**src/rtl/cmd_exec.sv**
```systemverilog
// Command executor: accepts one 16-bit command at a time, runs calibration or a
// turn-then-drive move, and pulses send_resp when the command has finished.
module cmd_exec #(
    parameter bit          FAST_SIM = 1'b1,
    parameter logic [9:0]  MAX_SPD  = 10'h2A0,
    parameter logic [11:0] HEAD_TOL = 12'h02C
) (
    input  logic        clk,
    input  logic        rst_n,
    input  logic [15:0] cmd,
    input  logic        cmd_rdy,
    output logic        clr_cmd_rdy,
    output logic        send_resp,
    output logic        strt_cal,
    input  logic        cal_done,
    input  logic [11:0] heading,
    input  logic        heading_rdy,
    input  logic        cntrIR,
    output logic [11:0] dsrd_hdng,
    output logic [9:0]  frwrd,
    output logic        moving,
    output logic        fanfare_go
);

    localparam logic [9:0] INC = FAST_SIM ? 10'h020 : 10'h004;
    localparam logic [9:0] DEC = FAST_SIM ? 10'h040 : 10'h008;

    typedef enum logic [2:0] {IDLE, CAL, TURN, RAMPUP, RAMPDN} state_t;

    state_t      state_q, state_d;
    logic [3:0]  opc_q, opc_d;
    logic [3:0]  sq_q, sq_d;
    logic [4:0]  lines_q, lines_d;
    logic        ir_q;
    logic [11:0] hdng_q, hdng_d;
    logic [9:0]  frwrd_q, frwrd_d;
    logic        clr_q, clr_d, resp_q, resp_d, cal_q, cal_d;
    logic        fan_q, fan_d, mov_q, mov_d;

    logic [11:0] err, abs_err, acc_hdng;
    logic [10:0] up_sum;
    logic [9:0]  up_sat, dn_sat;
    logic        ir_rise;

    assign err      = heading - hdng_q;
    assign abs_err  = err[11] ? (~err + 12'd1) : err;
    assign acc_hdng = (cmd[11:4] == 8'h00) ? 12'h000 : {cmd[11:4], 4'hF};
    assign up_sum   = {1'b0, frwrd_q} + {1'b0, INC};
    assign up_sat   = (up_sum > {1'b0, MAX_SPD}) ? MAX_SPD : up_sum[9:0];
    assign dn_sat   = (frwrd_q > DEC) ? (frwrd_q - DEC) : 10'h000;
    assign ir_rise  = cntrIR & ~ir_q;

    always_comb begin
        state_d = state_q;
        opc_d   = opc_q;
        sq_d    = sq_q;
        lines_d = lines_q;
        hdng_d  = hdng_q;
        frwrd_d = frwrd_q;
        mov_d   = mov_q;
        clr_d   = 1'b0;
        resp_d  = 1'b0;
        cal_d   = 1'b0;
        fan_d   = 1'b0;

        if ((state_q == RAMPUP || state_q == RAMPDN) && ir_rise && lines_q != 5'd31)
            lines_d = lines_q + 5'd1;

        case (state_q)
            IDLE: begin
                // clr_q blocks re-accepting a word whose source has not yet seen the clear
                if (cmd_rdy && !clr_q) begin
                    opc_d   = cmd[15:12];
                    sq_d    = cmd[3:0];
                    clr_d   = 1'b1;
                    lines_d = 5'd0;
                    case (cmd[15:12])
                        4'h0: begin
                            state_d = CAL;
                            cal_d   = 1'b1;
                            hdng_d  = acc_hdng;
                        end
                        4'h2, 4'h3: begin
                            state_d = TURN;
                            mov_d   = 1'b1;
                            frwrd_d = 10'h000;
                            hdng_d  = acc_hdng;
                        end
                        default: ;
                    endcase
                end
            end
            CAL: begin
                if (cal_done) begin
                    resp_d  = 1'b1;
                    state_d = IDLE;
                end
            end
            TURN: begin
                if (heading_rdy && abs_err < HEAD_TOL)
                    state_d = RAMPUP;
            end
            RAMPUP: begin
                if (heading_rdy)
                    frwrd_d = up_sat;
                if (lines_q == {sq_q, 1'b0})
                    state_d = RAMPDN;
            end
            RAMPDN: begin
                if (frwrd_q == 10'h000) begin
                    resp_d  = 1'b1;
                    fan_d   = (opc_q == 4'h3);
                    mov_d   = 1'b0;
                    state_d = IDLE;
                end else if (heading_rdy) begin
                    frwrd_d = dn_sat;
                end
            end
            default: state_d = IDLE;
        endcase
    end

    always_ff @(posedge clk or negedge rst_n) begin
        if (!rst_n) begin
            state_q <= IDLE;
            opc_q   <= 4'h0;
            sq_q    <= 4'h0;
            lines_q <= 5'd0;
            ir_q    <= 1'b0;
            hdng_q  <= 12'h000;
            frwrd_q <= 10'h000;
            clr_q   <= 1'b0;
            resp_q  <= 1'b0;
            cal_q   <= 1'b0;
            fan_q   <= 1'b0;
            mov_q   <= 1'b0;
        end else begin
            state_q <= state_d;
            opc_q   <= opc_d;
            sq_q    <= sq_d;
            lines_q <= lines_d;
            ir_q    <= cntrIR;
            hdng_q  <= hdng_d;
            frwrd_q <= frwrd_d;
            clr_q   <= clr_d;
            resp_q  <= resp_d;
            cal_q   <= cal_d;
            fan_q   <= fan_d;
            mov_q   <= mov_d;
        end
    end

    assign clr_cmd_rdy = clr_q;
    assign send_resp   = resp_q;
    assign strt_cal    = cal_q;
    assign fanfare_go  = fan_q;
    assign moving      = mov_q;
    assign dsrd_hdng   = hdng_q;
    assign frwrd       = frwrd_q;

endmodule

```
**config.mk**
```make
export PLATFORM = sky130hd
export DESIGN_NAME = cmd_exec
export DESIGN_NICKNAME = d
export VERILOG_FILES = /design/src/rtl/cmd_exec.sv
export SDC_FILE = /design/constraint.sdc
export NUM_CORES = 1
export LEC_CHECK = 0
export CORE_ASPECT_RATIO = 1.5
export CORE_MARGIN = 2
export CORE_UTILIZATION = 45
export CTS_BUF_LIST = sky130_fd_sc_hd__clkbuf_8
export DETAILED_ROUTE_END_ITERATION = 6
export GPL_TIMING_DRIVEN = 0
export PLACE_DENSITY = 0.76
export REMOVE_ABC_BUFFERS = 1
export SYNTH_ARGS = -nofsm -noshare
export SYNTH_HDL_FRONTEND = slang
export SYNTH_SLANG_ARGS = --single-unit
```
**constraint.sdc**
```tcl
create_clock -name clk -period 2.93 [get_ports clk]
set_input_delay 0.293 -clock clk [delete_from_list [all_inputs] [get_ports clk]]
set_output_delay 0.293 -clock clk [all_outputs]
set_load 0.1 [all_outputs]
```
==> impl_metrics.json, run 1 <==
{
  "run_status": "finished clean",
  "maxSlewHeadroom_pct": 33.2,
  "core_area_um2": 5530,
  "finish.instance_area_um2": 3370,
  "synth_most_common_cell": "dfrtp_1",
  "grt_usage_pct": 19.0,
  "internal_power_uw": 1700,
  "die_w_um": 66.1,
  "finalCritPeriodShare_pct": 96.8,
  "grt_max_degree": 37,
  "routed_via_density": 5.51,
  "grt_busiest_layer": "met2",
  "synth-main-ff-cell": "dfrtp_1",
  "synth_area_leaders": "dfrtp_1, ha_1, a21oi_1, nand2_1, mux2_2",
  "endpoint_kind": "register",
  "cts.clk_slew.worst_paths_ps": 70,
  "routed-via-count": 2307,
  "grt_pass1_wl_um": 9740,
  "multi_input_area_um2": 1620,
  "h-tree-depth": 2,
  "syn_to_final_growth_pct": 29.3,
  "ys_types": 62,
  "insertion_delay_ps": 290,
  "cts_buffers": 5,
  "clockPowerShare_pct": 9.6,
  "grt_pass1_vias": 2194,
  "first_pass_iters": 4,
  "nets": 401,
  "cts_hold_buf": 0,
  "netlist.top_cell.by_area": "dfrtp_1",
  "grt_overflow": 0,
  "use_met3_pct": 3.24,
  "worstMarginPinSlew_ps": 999,
  "crit_arrival_ps": 3050,
  "min_period_ps": 2840,
  "seq_area_um2": 902,
  "placed_area_um2": 3160,
  "ys_async_sr_fraction_pct": 100,
  "combPwrFrac_pct": 68.1,
  "cts_root_buf": "clkbuf_8",
  "drcViolationCount": 0,
  "powerDensity_nw_per_um2": 1070,
  "final_max_slew_viol_count": 0,
  "max_freq_mhz": 353,
  "synth-seq-area-share_pct": 34.6,
  "die_area_um2": 6430,
  "nFillCells": 517,
  "met2_usage_pct": 34.3,
  "clk_path_buf_depth": 2,
  "p_leak_uw": 0.00146,
  "netlist.area_leader.share_pct": 34.6,
  "ant_nets": 0,
  "swShare_pct": 52.7,
  "vdd_drop_max_uv": 559,
  "total_power_uw": 3600,
  "syn-instance-count": 291,
  "die_y_um": 97.2,
  "critical_path_required_ps": 3140,
  "grt_use_met1_pct": 20.9,
  "fin_worst_skew_ps": 6.98,
  "antenna_found_initial": 0,
  "switching_power_uw": 1900,
  "synthesis.area_um2": 2600,
  "post-dp-hpwl_um": 4610,
  "synth_seq_cells": 36,
  "path_max_fanout": 5,
  "worstSetupPathType": "register to register",
  "clkSinkCount": 36,
  "timing.final.hold_violations": 0,
  "io_pins": 61,
  "netlist_top_cells_count": "dfrtp_1, a21oi_1, nand2_1",
  "totalWireLength_um": 6100,
  "rows": 33,
  "crit_path_start_kind": "register",
  "setup_viol": 0,
  "cts_tree": "yes",
  "p_seq_share_pct": 22.2,
  "postSynthAreaPerCell_um2": 8.95,
  "antennaDiodeCount": 0,
  "port_buffers": 55,
  "place_congestion": 0.782,
  "drt_iter0_markers": 80,
  "initial_core_util_pct": 47.1,
  "drive_gt1_share_pct": 12.6,
  "yosys_warnings": 0,
  "maxCapViolCount": 0,
  "wire_per_inst_um": 14.6,
  "hold_class": "input port to async pin",
  "synth_edf_count": 0
}
per-stage QoR:
stage               util (%)  TNS [ps]  std cells  worst slack [ps]  hold slack, ps
global placement        57.2      -505        404              -342             438
CTS                     59.0         0        413              25.4             109
floorplan                  -     -3170        279             -2450           -2.59
detailed placement      57.1      -585        404              -393             423
finish                  60.9         0        419              94.1            79.6
global route            60.9     -13.2        419             -13.2             154
sequential cells by signal, indices dropped and copies added, names as in the netlist:
signal / count
frwrd: 5
state_q: 3
sq_q: 4
moving: 1
strt_cal: 1
clr_cmd_rdy: 1
lines_q: 5
dsrd_hdng: 9
ir_q: 1
send_resp: 1
fanfare_go: 1
opc_q: 4
cell families after synthesis:
logic type      synth area share [%]
simple gates                    17.9
buf+inv                         6.39
flops                           34.6
xor+xnor                        5.33
mux                             5.86
other cells                    0.144
fa+ha+maj                       9.41
compound gates                  20.4
cells in the final DEF, fill, tap and decap left out, types with 2 or more instances in the layout:
cell and count:
clkdlybuf4s50_1 54, o21ai_0 15, a21oi_2 2, a31oi_1 3, mux2_2 9, buf_4 7, ha_1 15, nand2b_1 2
o22ai_1 4, clkbuf_8 6, a21oi_1 27, dfrtp_1 35, nor2_1 19, xor2_1 7, xnor2_1 7, nor3b_1 3
o21a_1 3, o21ai_1 3, nor4_1 3, nand2_1 28, inv_1 20, mux2i_1 4, nor3_1 9, nor2b_1 2
conb_1 5, nor4b_1 2, and3_1 6, ha_4 2, nand4_1 3, nand3_1 4, and2_1 2
path summary, 6_finish.rpt:
kind                         startpoint            to  slack [ps]  depth (start not counted)
min in group clk               opc_q[2]    fanfare_go         470                          1
hold / removal                    rst_n  dsrd_hdng[7]          80                          1
hold reg to reg                opc_q[2]    fanfare_go         470                          1
setup reg to reg           dsrd_hdng[3]    state_q[0]          90                         10
setup / recovery           dsrd_hdng[3]    state_q[0]          90                         10
max in group asynchronous         rst_n  dsrd_hdng[3]        2320                          1
repair_timing:
item	in CTS	in global routing
resized for setup	3	12
setup buffers	1	6
endpoints found under the setup margin	1	10
hold endpoints to repair	0	0
pin swaps	1	7
layout make-up:
| type | count | area share, % |
|---|---|---|
| inverter | 19 | 2.12 |
| timing repair buffer | 62 | 17.8 |
| clock inverter | 2 | 0.223 |
| sequential | 36 | 26.8 |
| tap | 70 | 2.60 |
| multi-input combinational | 224 | 48.0 |
| clock buffer | 6 | 2.45 |
power by group through the flow:
stage	registers, uW	logic [uW]	clock network (uW)
CTS	801	2340	364
global placement	800	2270	0
detailed placement	807	2300	0
global route	821	2610	384
finish	800	2460	348
floorplan	1510	1080	0
worst max-delay path: stages, from the launching register on:
cell and delay, ps:
dfrtp_2 460, inv_2 90, ha_1 310, nor2b_4 190, o211ai_4 110, a21bo_1 230
a211oi_4 300, nor3_2 90, or4_1 480, a2111o_1 370, o21ai_1 130
routing by layer:
layer  vias to the layer above  share of wire (%)
li1                       1140                  -
met1                      1109                 39
met2                        45                 55
met3                        13                2.5
met4                         0                3.0
met5                         -                  0
No activity file was read; power rests on OpenSTA's default activity.
==> run 2: changes to the inputs <==
- CORE_ASPECT_RATIO: 1.5 -> 1.4
==> impl_metrics.json, run 2 (synthesized netlist as in run 1, its figures left out) <==
{
  "reg2reg_depth": 9,
  "clk_path_buf_depth": 2,
  "worstSetupPathType": "input port to register",
  "finish.instance_area_um2": 3330,
  "die_area_um2": 6420,
  "nets": 401,
  "clkSinkCount": 36,
  "r2r_setup_slack_ps": 140,
  "grt_usage_pct": 20.0,
  "ant_nets": 0,
  "timing.rr.end": "state_q[0]",
  "max_freq_mhz": 353,
  "final_common_cell": "clkdlybuf4s50_1",
  "worstMarginPinSlew_ps": 983,
  "syn_to_final_growth_pct": 28.0,
  "nFillCells": 502,
  "timing.final.hold_violations": 0,
  "cts_root_buf": "clkbuf_8",
  "routed_via_density": 5.65,
  "cts_tree": "yes",
  "io_pins": 61,
  "hold_class": "input port to async pin",
  "rr_startpoint": "dsrd_hdng[3]",
  "routed-via-count": 2355,
  "utilization_pct": 59.9,
  "totalWireLength_um": 6130,
  "rsz0062_at_grt": "true",
  "critical_path_required_ps": 3150,
  "setup_viol": 0,
  "insertion_delay_ps": 290,
  "maxSlewHeadroom_pct": 34.2,
  "die_w_um": 68.3,
  "final_max_slew_viol_count": 0,
  "grt_pass1_wl_um": 9840,
  "wire_per_inst_um": 14.7,
  "drcViolationCount": 0,
  "powerDensity_nw_per_um2": 1090,
  "vdd_drop_max_uv": 665,
  "antenna_found_initial": 0,
  "min_period_ps": 2840,
  "post-dp-hpwl_um": 4660,
  "first_pass_iters": 4,
  "drive_gt1_share_pct": 11.7,
  "maxCapViolCount": 0,
  "cts.clk_slew.worst_paths_ps": 70,
  "endpoint_kind": "register",
  "crit_arrival_ps": 3050,
  "finalCritPeriodShare_pct": 96.8,
  "drt_iter0_markers": 88,
  "grt_pass1_vias": 2338,
  "initial_core_util_pct": 46.8,
  "p_leak_uw": 0.00146,
  "crit_end": "state_q[0]",
  "cts_hold_buf": 0,
  "crit_path_start_kind": "input port",
  "seq_area_um2": 902,
  "rows": 32,
  "grt_overflow": 0,
  "place_congestion": 0.914,
  "multi_input_area_um2": 1570,
  "h-tree-depth": 2,
  "grt_max_degree": 37,
  "place_inst": 402,
  "core_area_um2": 5570,
  "run_status": "finished clean",
  "critPathLaunch": "heading[0]",
  "cts_buffers": 5,
  "port_buffers": 55,
  "final_cell_mix": "clkdlybuf4s50_1, dfrtp_1, nand2_1, a21oi_1, inv_1",
  "antennaDiodeCount": 0,
  "fin_cells": 417,
  "largest_reg_flops": 9,
  "path_max_fanout": 5,
  "fin_worst_skew_ps": 6.67,
  "placed_area_um2": 3160,
  "die_y_um": 94.0
}
-- run 2: cell types whose count changed in the layout (fill, tap and decap cells not counted), sizes merged --
cell / delta
bufinv: +1
clkbuf: -1
clkinv: +1
inv: -1
-- run 2: final cells by class --
| class | instances | share of cell area [%] |
|---|---|---|
| clock inverter | 3 | 1.16 |
| inverter | 19 | 2.14 |
| timing repair buffer | 62 | 17.9 |
| clock buffer | 5 | 2.06 |
| tap | 68 | 2.55 |
| multi-input combinational | 224 | 47.1 |
| sequential | 36 | 27.1 |
-- run 2: through the flow --
stage	TNS, ps	total power, uW	hold slack [ps]	setup WS, ps
3_3_place_gp	-812	3060	421	-340
4_1_cts	0	3550	109	0.178
5_1_grt	-46.0	3840	160	-46.0
6_report	0	3620	82.2	93.9
2_1_floorplan	-3170	2590	-2.59	-2450
3_5_place_dp	-1540	3100	430	-348
-- run 2: worst min path at each step --
stage / startpoint / endpoint / slack (ps)
global route: rst_n / frwrd[6] / 160
detailed placement: rst_n / frwrd[6] / 430
global placement: opc_q[3] / fanfare_go / 420
CTS: rst_n / frwrd[6] / 110
finish: rst_n / frwrd[6] / 80
floorplan: rst_n / clr_cmd_rdy / -3
-- run 2: timing repair --
item                                    4_1_cts  5_1_grt
endpoints found under the setup margin        2        4
pin swaps                                     0        4
gates resized for setup                       4        3
setup buffers                                 0        7
-- run 2: critical path: stages --
cell and delay, ps:
clkdlybuf4s50_1 460, inv_1 40, ha_2 200, fa_2 400, and2b_1 260, o21a_1 120, nor2_1 60, xnor2_2 170
nor3_1 80, or4_1 470, a2111o_1 370, o21ai_1 120
-- run 2: per-layer routing --
metal / global-route usage [%] / up-vias / share of wire [%]
met5: 0 / - / 0
met4: 8.83 / 0 / 2.4
met3: 3.12 / 12 / 3.7
met2: 38.6 / 53 / 57
met1: 20.0 / 1141 / 37
li1: - / 1149 / -
-- run 2: power by group --
part	internal, uW	switching [uW]
clock	249	180
sequential	654	134
combinational	840	1560
total	1740	1880
